$ cat config.mk
export PLATFORM = sky130hd
export DESIGN_NAME = bram_arbiter
export DESIGN_NICKNAME = d
export VERILOG_FILES = /design/src/rtl/bram_arbiter_pkg.sv /design/src/rtl/bram_arb_rsp.sv /design/src/rtl/bram_arbiter.sv
export SDC_FILE = /design/constraint.sdc
export NUM_CORES = 1
export LEC_CHECK = 0
export BUFFER_PORTS_ARGS = -buffer_cell sky130_fd_sc_hd__buf_2
export CORE_AREA = 2 2 99 101
export CTS_CLUSTER_DIAMETER = 50
export DETAILED_ROUTE_END_ITERATION = 7
export DIE_AREA = 0 0 101 103
export GPL_ROUTABILITY_DRIVEN = 0
export PLACE_DENSITY = 0.68
export SYNTH_ARGS = -nofsm -noshare
export SYNTH_HDL_FRONTEND = slang
export SYNTH_HIERARCHICAL = 1
export SYNTH_SLANG_ARGS = --single-unit
export TNS_END_PERCENT = 10
$ cat constraint.sdc
create_clock -name HCLK -period 2.4 [get_ports HCLK]
set_input_delay 0.12 -clock HCLK [delete_from_list [all_inputs] [get_ports HCLK]]
set_output_delay 0.12 -clock HCLK [all_outputs]
set_load 0.05 [all_outputs]
$ cat src/rtl/bram_arbiter_pkg.sv
// Shared types for the two-port block RAM arbiter: lock state and port-select codes.
package bram_arbiter_pkg;
   localparam int unsigned DATA_WIDTH = 32;
   localparam int unsigned STRB_WIDTH = 4;

   typedef enum logic [0:0] {
      IDLE     = 1'b0,
      LOCKED_B = 1'b1
   } arb_state_e;

   typedef enum logic [1:0] {
      SEL_NONE = 2'd0,
      SEL_A    = 2'd1,
      SEL_B    = 2'd2
   } port_sel_e;
endpackage

$ cat src/rtl/bram_arb_rsp.sv
// Read-response steering: remembers which port issued the read that the RAM
// answers this cycle and routes BRAM_RDATA to that port with its RVALID.
module bram_arb_rsp
   import bram_arbiter_pkg::*;
(
   input  logic                  HCLK,
   input  logic                  HRESET,
   input  port_sel_e             grant_sel,
   input  logic                  grant_read,
   input  logic [DATA_WIDTH-1:0] BRAM_RDATA,
   output logic                  A_RVALID,
   output logic [DATA_WIDTH-1:0] A_RDATA,
   output logic                  B_RVALID,
   output logic [DATA_WIDTH-1:0] B_RDATA
);

   port_sel_e rd_src_r;

   // Capture the owner of next cycle's RAM read data
   always_ff @(posedge HCLK) begin
      if (HRESET) begin
         rd_src_r <= SEL_NONE;
      end else if (grant_read) begin
         rd_src_r <= grant_sel;
      end else begin
         rd_src_r <= SEL_NONE;
      end
   end

   // Steer read data; reset also masks a read whose data is still in flight
   always_comb begin
      A_RVALID = 1'b0;
      B_RVALID = 1'b0;
      A_RDATA  = 32'h0000_0000;
      B_RDATA  = 32'h0000_0000;
      if (HRESET) begin
         A_RVALID = 1'b0;
         B_RVALID = 1'b0;
      end else begin
         case (rd_src_r)
            SEL_A: begin
               A_RVALID = 1'b1;
               A_RDATA  = BRAM_RDATA;
            end
            SEL_B: begin
               B_RVALID = 1'b1;
               B_RDATA  = BRAM_RDATA;
            end
            default: begin
               A_RVALID = 1'b0;
               B_RVALID = 1'b0;
            end
         endcase
      end
   end
endmodule

$ cat src/rtl/bram_arbiter.sv
// Two-master arbiter for a single-port block RAM: A has priority, B can lock.
// Optional starvation guard for port B is enabled by defining BRAM_ARB_STARVE_EN.
module bram_arbiter
   import bram_arbiter_pkg::*;
#(
   parameter int unsigned ADDR_WIDTH   = 14,
   parameter int unsigned STARVE_LIMIT = 8
) (
   input  logic                  HCLK,
   input  logic                  HRESET,
   input  logic                  A_REQ,
   input  logic [ADDR_WIDTH-1:0] A_ADDR,
   input  logic [DATA_WIDTH-1:0] A_WDATA,
   input  logic [STRB_WIDTH-1:0] A_WE,
   output logic                  A_GNT,
   output logic                  A_RVALID,
   output logic [DATA_WIDTH-1:0] A_RDATA,
   input  logic                  B_REQ,
   input  logic [ADDR_WIDTH-1:0] B_ADDR,
   input  logic [DATA_WIDTH-1:0] B_WDATA,
   input  logic [STRB_WIDTH-1:0] B_WE,
   input  logic                  B_LOCK,
   output logic                  B_GNT,
   output logic                  B_RVALID,
   output logic [DATA_WIDTH-1:0] B_RDATA,
   output logic [ADDR_WIDTH-1:0] BRAM_ADDR,
   output logic [DATA_WIDTH-1:0] BRAM_WDATA,
   output logic [STRB_WIDTH-1:0] BRAM_WRITE,
   input  logic [DATA_WIDTH-1:0] BRAM_RDATA
);

   arb_state_e state_r;
   arb_state_e next_state_s;
   port_sel_e  sel_s;
   logic       starve_hit_s;
   logic       grant_read_s;

   if (STARVE_LIMIT < 32'd1) begin : g_limit_check
      $error("bram_arbiter: STARVE_LIMIT must be at least 1");
   end

`ifdef BRAM_ARB_STARVE_EN
   localparam int unsigned CNT_W = $clog2(STARVE_LIMIT + 32'd1);
   logic [CNT_W-1:0] starve_cnt_r;

   assign starve_hit_s = (starve_cnt_r == CNT_W'(STARVE_LIMIT));

   // Count consecutive denied B cycles, saturating at the limit
   always_ff @(posedge HCLK) begin
      if (HRESET) begin
         starve_cnt_r <= {CNT_W{1'b0}};
      end else if (!B_REQ || B_GNT) begin
         starve_cnt_r <= {CNT_W{1'b0}};
      end else if (!starve_hit_s) begin
         starve_cnt_r <= starve_cnt_r + CNT_W'(1);
      end else begin
         starve_cnt_r <= starve_cnt_r;
      end
   end
`else
   assign starve_hit_s = 1'b0;
`endif

   // Lock state register
   always_ff @(posedge HCLK) begin
      if (HRESET) begin
         state_r <= IDLE;
      end else begin
         state_r <= next_state_s;
      end
   end

   // Lock holds while B keeps requesting and its granted accesses keep B_LOCK set
   always_comb begin
      next_state_s = state_r;
      if (HRESET) begin
         next_state_s = IDLE;
      end else if (!B_REQ) begin
         next_state_s = IDLE;
      end else if (B_GNT) begin
         next_state_s = B_LOCK ? LOCKED_B : IDLE;
      end else begin
         next_state_s = state_r;
      end
   end

   // Pick the winner and drive the RAM from its fields
   always_comb begin
      sel_s      = SEL_NONE;
      A_GNT      = 1'b0;
      B_GNT      = 1'b0;
      BRAM_ADDR  = {ADDR_WIDTH{1'b0}};
      BRAM_WDATA = 32'h0000_0000;
      BRAM_WRITE = 4'h0;
      if (HRESET) begin
         sel_s = SEL_NONE;
      end else if (B_REQ && ((state_r == LOCKED_B) || starve_hit_s)) begin
         sel_s = SEL_B;
      end else if (A_REQ) begin
         sel_s = SEL_A;
      end else if (B_REQ) begin
         sel_s = SEL_B;
      end else begin
         sel_s = SEL_NONE;
      end
      case (sel_s)
         SEL_A: begin
            A_GNT      = 1'b1;
            BRAM_ADDR  = A_ADDR;
            BRAM_WDATA = A_WDATA;
            BRAM_WRITE = A_WE;
         end
         SEL_B: begin
            B_GNT      = 1'b1;
            BRAM_ADDR  = B_ADDR;
            BRAM_WDATA = B_WDATA;
            BRAM_WRITE = B_WE;
         end
         default: begin
            A_GNT = 1'b0;
            B_GNT = 1'b0;
         end
      endcase
   end

   assign grant_read_s = (sel_s != SEL_NONE) && (BRAM_WRITE == 4'h0);

   bram_arb_rsp u_rsp (
      .HCLK       (HCLK),
      .HRESET     (HRESET),
      .grant_sel  (sel_s),
      .grant_read (grant_read_s),
      .BRAM_RDATA (BRAM_RDATA),
      .A_RVALID   (A_RVALID),
      .A_RDATA    (A_RDATA),
      .B_RVALID   (B_RVALID),
      .B_RDATA    (B_RDATA)
   );
endmodule

==> summary.txt, run 1 <==
status -> complete, no violations
Sink Count -> 3
largest net degree at the start of global routing -> 69
share of cells above drive strength 1 -> 0.864
Slew Limit Fails -> 0
post-layout min period -> 2.16 ns
Total Die Area -> 0.0104 mm^2
post-layout util -> 0.354
Setup crit end kind -> output port
Post-Syn Area -> 0.00206 mm^2
Req. time, crit path -> 2.28 ns
synth top area cells -> and4bb_2 36%, a22oi_2 18%, nor2_2 9.1%
Async S/R FF share, synth -> 0
Routed WL -> 7320 um
Initial Util -> 0.218
Fin. Hold Viols -> 0
Area Overhead vs Synth -> 62.3%
root buf cell -> clkbuf_8
critical path class -> flop to output port
Site Rows -> 36
WP data arrival -> 2.04 ns
VDD IR max -> 0.166 mV
via count -> 2,658
largest stage delay on the critical path -> 0.34 ns
CTS Buffer Depth -> 2
# diodes -> 0
pre-CTS WS -> 0.438 ns
CTS HTree Levels -> 1
DRT iter0 DRCs -> 50
clk_skew -> 0.00296 ns
CTS tree -> done
WL per Instance -> 13.0 um
Ports -> 255
Fmax -> 0.463 GHz
slowest stage cell, crit path -> ha_2
post-route cell area -> 0.00335 mm^2
hold bufs inserted after CTS -> 0
count of cell types in the netlist -> 28
Cell Chain, Critical Path -> nand2b_1 -> nand2b_1 -> inv_1 -> ha_2 -> buf_12 -> a22oi_1 -> nor2_1 -> buf_2
max_slew headroom -> 0.670
final setup vio count -> 0
I/O Buffers -> 254
crit path to -> BRAM_WDATA[0]
flops & latches, synth -> 3
Core Area -> 0.00946 mm^2
post-DR vias/cell -> 4.71
Critical Path Start Type -> flop
first-pass GRT wire length -> 10,100 um
worst-margin pin slew -> 0.496 ns
Synthesized Nets -> 362
share of the synthesized area in the top cell type -> 0.364
number of synthesized flops with an enable pin -> 0
Overflow after GRT -> 0
Yosys top cell by area -> and4bb_2
r2r startpoint -> state_r
first-pass detailed-route iteration total -> 4
top-count cell post-synth -> and4bb_2
# nets final -> 591
RSZ-0062 raised after global routing -> no
die height -> 103 um
CTS Buf Count -> 3
PwrDens -> 205 mW/mm^2
maxcap violations -> 0
Post-synth top cells -> 60 x and4bb_2, 30 x a22oi_2, 30 x nor2_2
cell count after synthesis -> 222
clk_lat worst skew -> 0.22 ns
Post-DP HPWL -> 5840 um
die width -> 101 um
total global-route track usage -> 0.115
DRC viols -> 0
Syn. warnings -> 6
Hold Crit Class -> primary input to flop
leakage -> 1.74 nW
r2r endpoint -> u_rsp/rd_src_r[1]
Worst Setup SP -> state_r
Clk pin slew, worst setup/hold paths -> 0.03 ns
Post-CTS Setup Inserts -> 0
vias in the first global route -> 2,256
CTS resizes -> 0
R2R Setup Slk -> 0.64 ns
Most used DFF post-synth -> dfxtp_1
sequential area share after synthesis -> 0.0291
antenna violations before repair -> 0
R2R depth -> 8
Syn Area/Cell -> 9.29 um^2
dpl cell area -> 0.00330 mm^2
Final ANT Viol Nets -> 0
setup TNS -> 0 ns
critical path's most frequent cell -> nand2b_1
crit path max fanout -> 41
PnR worst setup slack -> 0.241 ns
Final Cycle Share -> 0.900
[critical path, delay by kind of cell (launching register included)]
family	cells	cell delay, ns
flops	1	0.33
buf+inv	3	0.65
simple gates	3	0.33
fa+ha+maj	1	0.34
compound gates	1	0.17
[layout by cell type, fill, tap and decap left out, types with 3 or more instances in the layout]
cell and n:
buf_2 254, buf_4 3, a22oi_1 20, a22oi_2 30
nand2b_1 3, clkbuf_8 3, and4bb_2 60, dfxtp_1 3
nor2_1 20, nor2_2 31, buf_12 3
[layout make-up]
cell class                      count  area [um^2]
Multi-Input combinational cell    180         1740
Sequential cell                     3         60.1
Timing Repair Buffer              260         1350
Clock buffer                        4         45.0
Tap cell                          114          143
Fill cell                         975         6110
Inverter                            3         11.3
[kinds of logic after synthesis]
group                      share of synthesized area
buffers and inverters                          0.133
AOI/OAI and AO/OA                              0.258
DFF                                           0.0291
muxes                                        0.00485
adders and majority gates                     0.0182
and+or+nand+nor                                0.557
[report_power, final]
part / switching [mW] / internal (mW) / total (mW) / leakage [nW]
sequential: 0.000256 / 0.0511 / 0.0513 / 0.0242
combinational: 0.303 / 0.187 / 0.490 / 1.69
clock: 0.0333 / 0.113 / 0.147 / 0.0228
total: 0.336 / 0.352 / 0.688 / 1.74
[registers in the layout (all words and copies together) (netlist names)]
name and flops:
state_r 1, u_rsp/rd_src_r 2
[metal layers]
metal	wire [um]	global-route usage	up-vias
met5	0	0	-
met4	62	0.0333	0
met3	617	0.0136	6
met2	3590	0.213	142
met1	3050	0.140	1184
li1	-	-	1326
[per-stage QoR]
stage	std cells	power, mW	hold WS [ns]
3_3_place_gp	560	0.531	0.393
4_1_cts	564	0.698	0.160
6_report	564	0.688	0.167
2_1_floorplan	222	0.374	0.267
3_5_place_dp	560	0.543	0.393
5_1_grt	564	0.737	0.202
[how the worst min path moves through the flow]
stage                     startpoint      end  cells after the start
after detailed placement       B_REQ  state_r                      3
after global placement        B_LOCK  state_r                      3
after floorplan               B_LOCK  state_r                      2
after global routing           B_REQ  state_r                      3
after CTS                      B_REQ  state_r                      3
final                          B_REQ  state_r                      3
No activity file was read; power rests on OpenSTA's default activity.
==> run 2: changes to the inputs <==
--- a/config.mk
+++ b/config.mk
@@ -11,7 +11,7 @@
 export DETAILED_ROUTE_END_ITERATION = 7
 export DIE_AREA = 0 0 101 103
 export GPL_ROUTABILITY_DRIVEN = 0
-export PLACE_DENSITY = 0.68
+export PLACE_DENSITY_LB_ADDON = 0.08
 export SYNTH_ARGS = -nofsm -noshare
 export SYNTH_HDL_FRONTEND = slang
 export SYNTH_HIERARCHICAL = 1
==> summary.txt, run 2 (same netlist as run 1, synthesis figures left out) <==
status -> complete, no violations
post-DR vias/cell -> 4.73
share of cells above drive strength 1 -> 0.865
DRC viols -> 0
CTS Buffer Depth -> 2
CTS HTree Levels -> 1
Slew Limit Fails -> 0
leakage -> 1.76 nW
VDD IR max -> 0.0779 mV
# diodes -> 0
Tot Pwr -> 696 uW
post-layout min period -> 2.21 ns
final setup vio count -> 0
# nets final -> 594
Critical Path Start Type -> flop
total global-route track usage -> 0.127
max_slew headroom -> 0.667
most frequent cells in the layout -> 254 x buf_2, 60 x and4bb_2, 31 x nor2_2
Initial Util -> 0.218
WP data arrival -> 2.09 ns
CTS Buf Count -> 3
Post-CTS Setup Inserts -> 0
setup TNS -> 0 ns
die width -> 101 um
critical path class -> flop to output port
max FFs per register -> 2
hold bufs inserted after CTS -> 0
Sink Count -> 3
Overflow after GRT -> 0
vias in the first global route -> 2,199
CTS resizes -> 0
Post-DP HPWL -> 6250 um
RSZ-0062 raised after global routing -> no
Fin. Hold Viols -> 0
clk_lat worst skew -> 0.22 ns
Clk pin slew, worst setup/hold paths -> 0.03 ns
crit path max fanout -> 21
commonest non-fill, non-tap cell in the layout -> buf_2
I/O Buffers -> 254
post-layout util -> 0.356
largest net degree at the start of global routing -> 67
maxcap violations -> 0
clk_skew -> 0.000965 ns
worst-margin pin slew -> 0.499 ns
Fmax -> 0.452 GHz
Total Die Area -> 0.0104 mm^2
via count -> 2,682
root buf cell -> clkbuf_8
Final Cycle Share -> 0.921
Routed WL -> 7970 um
WL per Instance -> 14.0 um
Core Area -> 0.00946 mm^2
Ports -> 255
Largest regs -> u_rsp/rd_src_r: 2 flops, state_r: 1 flops
first-pass detailed-route iteration total -> 4
Area Overhead vs Synth -> 63.4%
CTS tree -> done
first-pass GRT wire length -> 10,900 um
Hold Crit Class -> primary input to flop
Site Rows -> 36
Req. time, crit path -> 2.28 ns
DRT iter0 DRCs -> 76
antenna violations before repair -> 1
Final ANT Viol Nets -> 0
Biggest register -> u_rsp/rd_src_r
die height -> 103 um
PwrDens -> 207 mW/mm^2
Setup crit end kind -> output port
## run 2: metrics by stage
stage / hold WS [ns] / area (um^2) / setup slack (ns) / instances
6_report: 0.143 / 3370 / 0.189 / 567
3_5_place_dp: 0.377 / 3330 / 0.396 / 563
3_3_place_gp: 0.372 / 3330 / 0.437 / 563
5_1_grt: 0.181 / 3370 / 0.0155 / 567
4_1_cts: 0.148 / 3370 / 0.169 / 567
2_1_floorplan: 0.267 / 2070 / 0.0753 / 222
## run 2: path summary, 6_finish.rpt
kind	from	endpoint	slack, ns	cells past startpoint
hold reg to reg	state_r	state_r	0.51	2
setup / recovery	state_r	BRAM_WDATA[31]	0.19	8
hold / removal	B_LOCK	state_r	0.14	3
setup reg to reg	state_r	u_rsp/rd_src_r[0]	0.57	8
## run 2: layout make-up
cell class / instances / area, um^2
Tap cell: 114 / 143
Inverter: 3 / 11.3
Fill cell: 996 / 6090
Timing Repair Buffer: 263 / 1380
Clock buffer: 4 / 45.0
Sequential cell: 3 / 60.1
Multi-Input combinational cell: 180 / 1740
## run 2: worst max-delay path: stages (launching register included)
cell and delay, ns:
dfxtp_1 0.30, nand2_1 0.05, nand3b_1 0.13, inv_1 0.11, ha_2 0.47, buf_4 0.33, a22oi_1 0.10, nor2_1 0.09
buf_2 0.27
## run 2: report_power, final
| part | switching [mW] | internal [mW] | total, mW | leakage [nW] |
|---|---|---|---|---|
| clock network | 0.0371 | 0.114 | 0.151 | 0.0228 |
| registers | 0.000243 | 0.0511 | 0.0513 | 0.0242 |
| logic | 0.303 | 0.191 | 0.494 | 1.71 |
## run 2: routing by layer
| layer | routed length (um) | global-route usage | vias to the layer above | share of wire |
|---|---|---|---|---|
| met4 | 92 | 0.0343 | 2 | 0.012 |
| li1 | - | - | 1333 | - |
| met2 | 4040 | 0.241 | 139 | 0.51 |
| met3 | 688 | 0.0210 | 11 | 0.086 |
| met5 | 13 | 0 | - | 0.0016 |
| met1 | 3130 | 0.147 | 1197 | 0.39 |
==> run 3: changes to the inputs <==
--- a/config.mk
+++ b/config.mk
@@ -12,6 +12,7 @@
 export DIE_AREA = 0 0 101 103
 export GPL_ROUTABILITY_DRIVEN = 0
 export PLACE_DENSITY_LB_ADDON = 0.08
+export RECOVER_POWER = 50
 export SYNTH_ARGS = -nofsm -noshare
 export SYNTH_HDL_FRONTEND = slang
 export SYNTH_HIERARCHICAL = 1
==> summary.txt, run 3 (same netlist as run 1, synthesis figures left out) <==
die height -> 103 um
Largest regs -> u_rsp/rd_src_r: 2 flops, state_r: 1 flops
Final Cycle Share -> 0.921
# nets final -> 594
antenna violations before repair -> 1
routing usage on met3 -> 0.0210
# diodes -> 0
worst-margin pin slew -> 0.957 ns
Hold Path Sink -> state_r
CTS Buffer Depth -> 2
Final ANT Viol Nets -> 0
Hold Path Depth -> 3
hold_sp -> B_LOCK
met2 Resource Use GR -> 0.241
Initial Util -> 0.218
status -> complete, no violations
leakage -> 1.59 nW
dpl cell area -> 0.00333 mm^2
root buf cell -> clkbuf_8
hold bufs inserted after CTS -> 0
post-route cell area -> 0.00333 mm^2
Setup crit end kind -> output port
clk_skew -> 0.000495 ns
I/O Buffers -> 254
vias in the first global route -> 2,199
first-pass detailed-route iteration total -> 4
WL per Instance -> 14.0 um
Worst Setup SP -> state_r
commonest non-fill, non-tap cell in the layout -> buf_2
maxcap violations -> 0
critical path class -> flop to output port
post-DR vias/cell -> 4.74
max FFs per register -> 2
Hold Crit Class -> primary input to flop
CTS tree -> done
CTS resizes -> 0
max_slew headroom -> 0.362
largest net degree at the start of global routing -> 67
r2r endpoint -> u_rsp/rd_src_r[0]
Critical Path Start Type -> flop
final setup vio count -> 0
PwrDens -> 209 mW/mm^2
Core Area -> 0.00946 mm^2
Area Overhead vs Synth -> 61.4%
pre-CTS WS -> 0.396 ns
Req. time, crit path -> 2.28 ns
Site Rows -> 36
Fmax -> 0.453 GHz
clk_lat worst skew -> 0.22 ns
WP data arrival -> 2.09 ns
total global-route track usage -> 0.127
FF+latch area -> 60.1 um^2
Total Die Area -> 0.0104 mm^2
multi-input logic area -> 0.00174 mm^2
most frequent cells in the layout -> 195 x buf_2, 60 x and4bb_2, 31 x nor2_2, 31 x clkbuf_1, 30 x a22oi_2
DRC viols -> 0
via count -> 2,690
DRT iter0 DRCs -> 78
Ports -> 255
most congested layer reported by global routing -> met2
post-layout min period -> 2.21 ns
grt met1 use -> 0.147
r2r startpoint -> state_r
first-pass GRT wire length -> 10,900 um
R2R Setup Slk -> 0.57 ns
Post-DP HPWL -> 6250 um
Clk pin slew, worst setup/hold paths -> 0.03 ns
# fillers -> 1,017
Biggest register -> u_rsp/rd_src_r
VDD IR max -> 0.0771 mV
crit path max fanout -> 21
Fin. Hold Viols -> 0
CTS HTree Levels -> 1
PnR worst setup slack -> 0.190 ns
Sink Count -> 3
R2R depth -> 8
RSZ-0062 raised after global routing -> no
CTS Buf Count -> 3
Slew Limit Fails -> 0
Routed WL -> 7950 um
share of cells above drive strength 1 -> 0.797
Overflow after GRT -> 0
setup TNS -> 0 ns
die width -> 101 um
Post-CTS Setup Inserts -> 0
-- run 3: stage by stage --
stage / hold WS, ns / power, mW / cells / utilization
2_1_floorplan: 0.267 / 0.374 / 222 / -
3_3_place_gp: 0.372 / 0.544 / 563 / 0.352
3_5_place_dp: 0.377 / 0.551 / 563 / 0.352
4_1_cts: 0.148 / 0.707 / 567 / 0.356
5_1_grt: 0.181 / 0.736 / 567 / 0.352
6_report: 0.144 / 0.695 / 567 / 0.352
-- run 3: routing by layer --
| metal | vias up | wire length, um |
|---|---|---|
| met4 | 2 | 89 |
| met5 | - | 13 |
| met1 | 1207 | 3140 |
| li1 | 1333 | - |
| met3 | 10 | 687 |
| met2 | 138 | 4020 |
-- run 3: worst max path at each step --
stage	to	slack [ns]	depth (start not counted)
after floorplan	BRAM_ADDR[11]	0.08	8
after global placement	BRAM_WDATA[31]	0.44	8
after detailed placement	BRAM_ADDR[10]	0.40	8
after CTS	BRAM_ADDR[10]	0.17	8
after global routing	BRAM_WDATA[31]	0.02	8
final	BRAM_WDATA[31]	0.19	8
-- run 3: area by class of cell --
type / instances / share of cell area
sequential: 3 / 0.0180
tap: 114 / 0.0428
multi-input combinational: 180 / 0.521
inverter: 3 / 0.00338
timing repair buffer: 263 / 0.401
clock buffer: 4 / 0.0135
-- run 3: critical path, cell delays in order (launching register included) --
cell and delay [ns]:
dfxtp_1 0.30, nand2_1 0.05, nand3b_1 0.13, inv_1 0.11, ha_2 0.47, buf_4 0.33, a22oi_1 0.10, nor2_1 0.09
buf_2 0.27
-- run 3: where the power goes --
group	switching (mW)	internal, mW	total (mW)
registers	0.000238	0.0511	0.0513
logic	0.303	0.190	0.493
clock network	0.0369	0.114	0.150
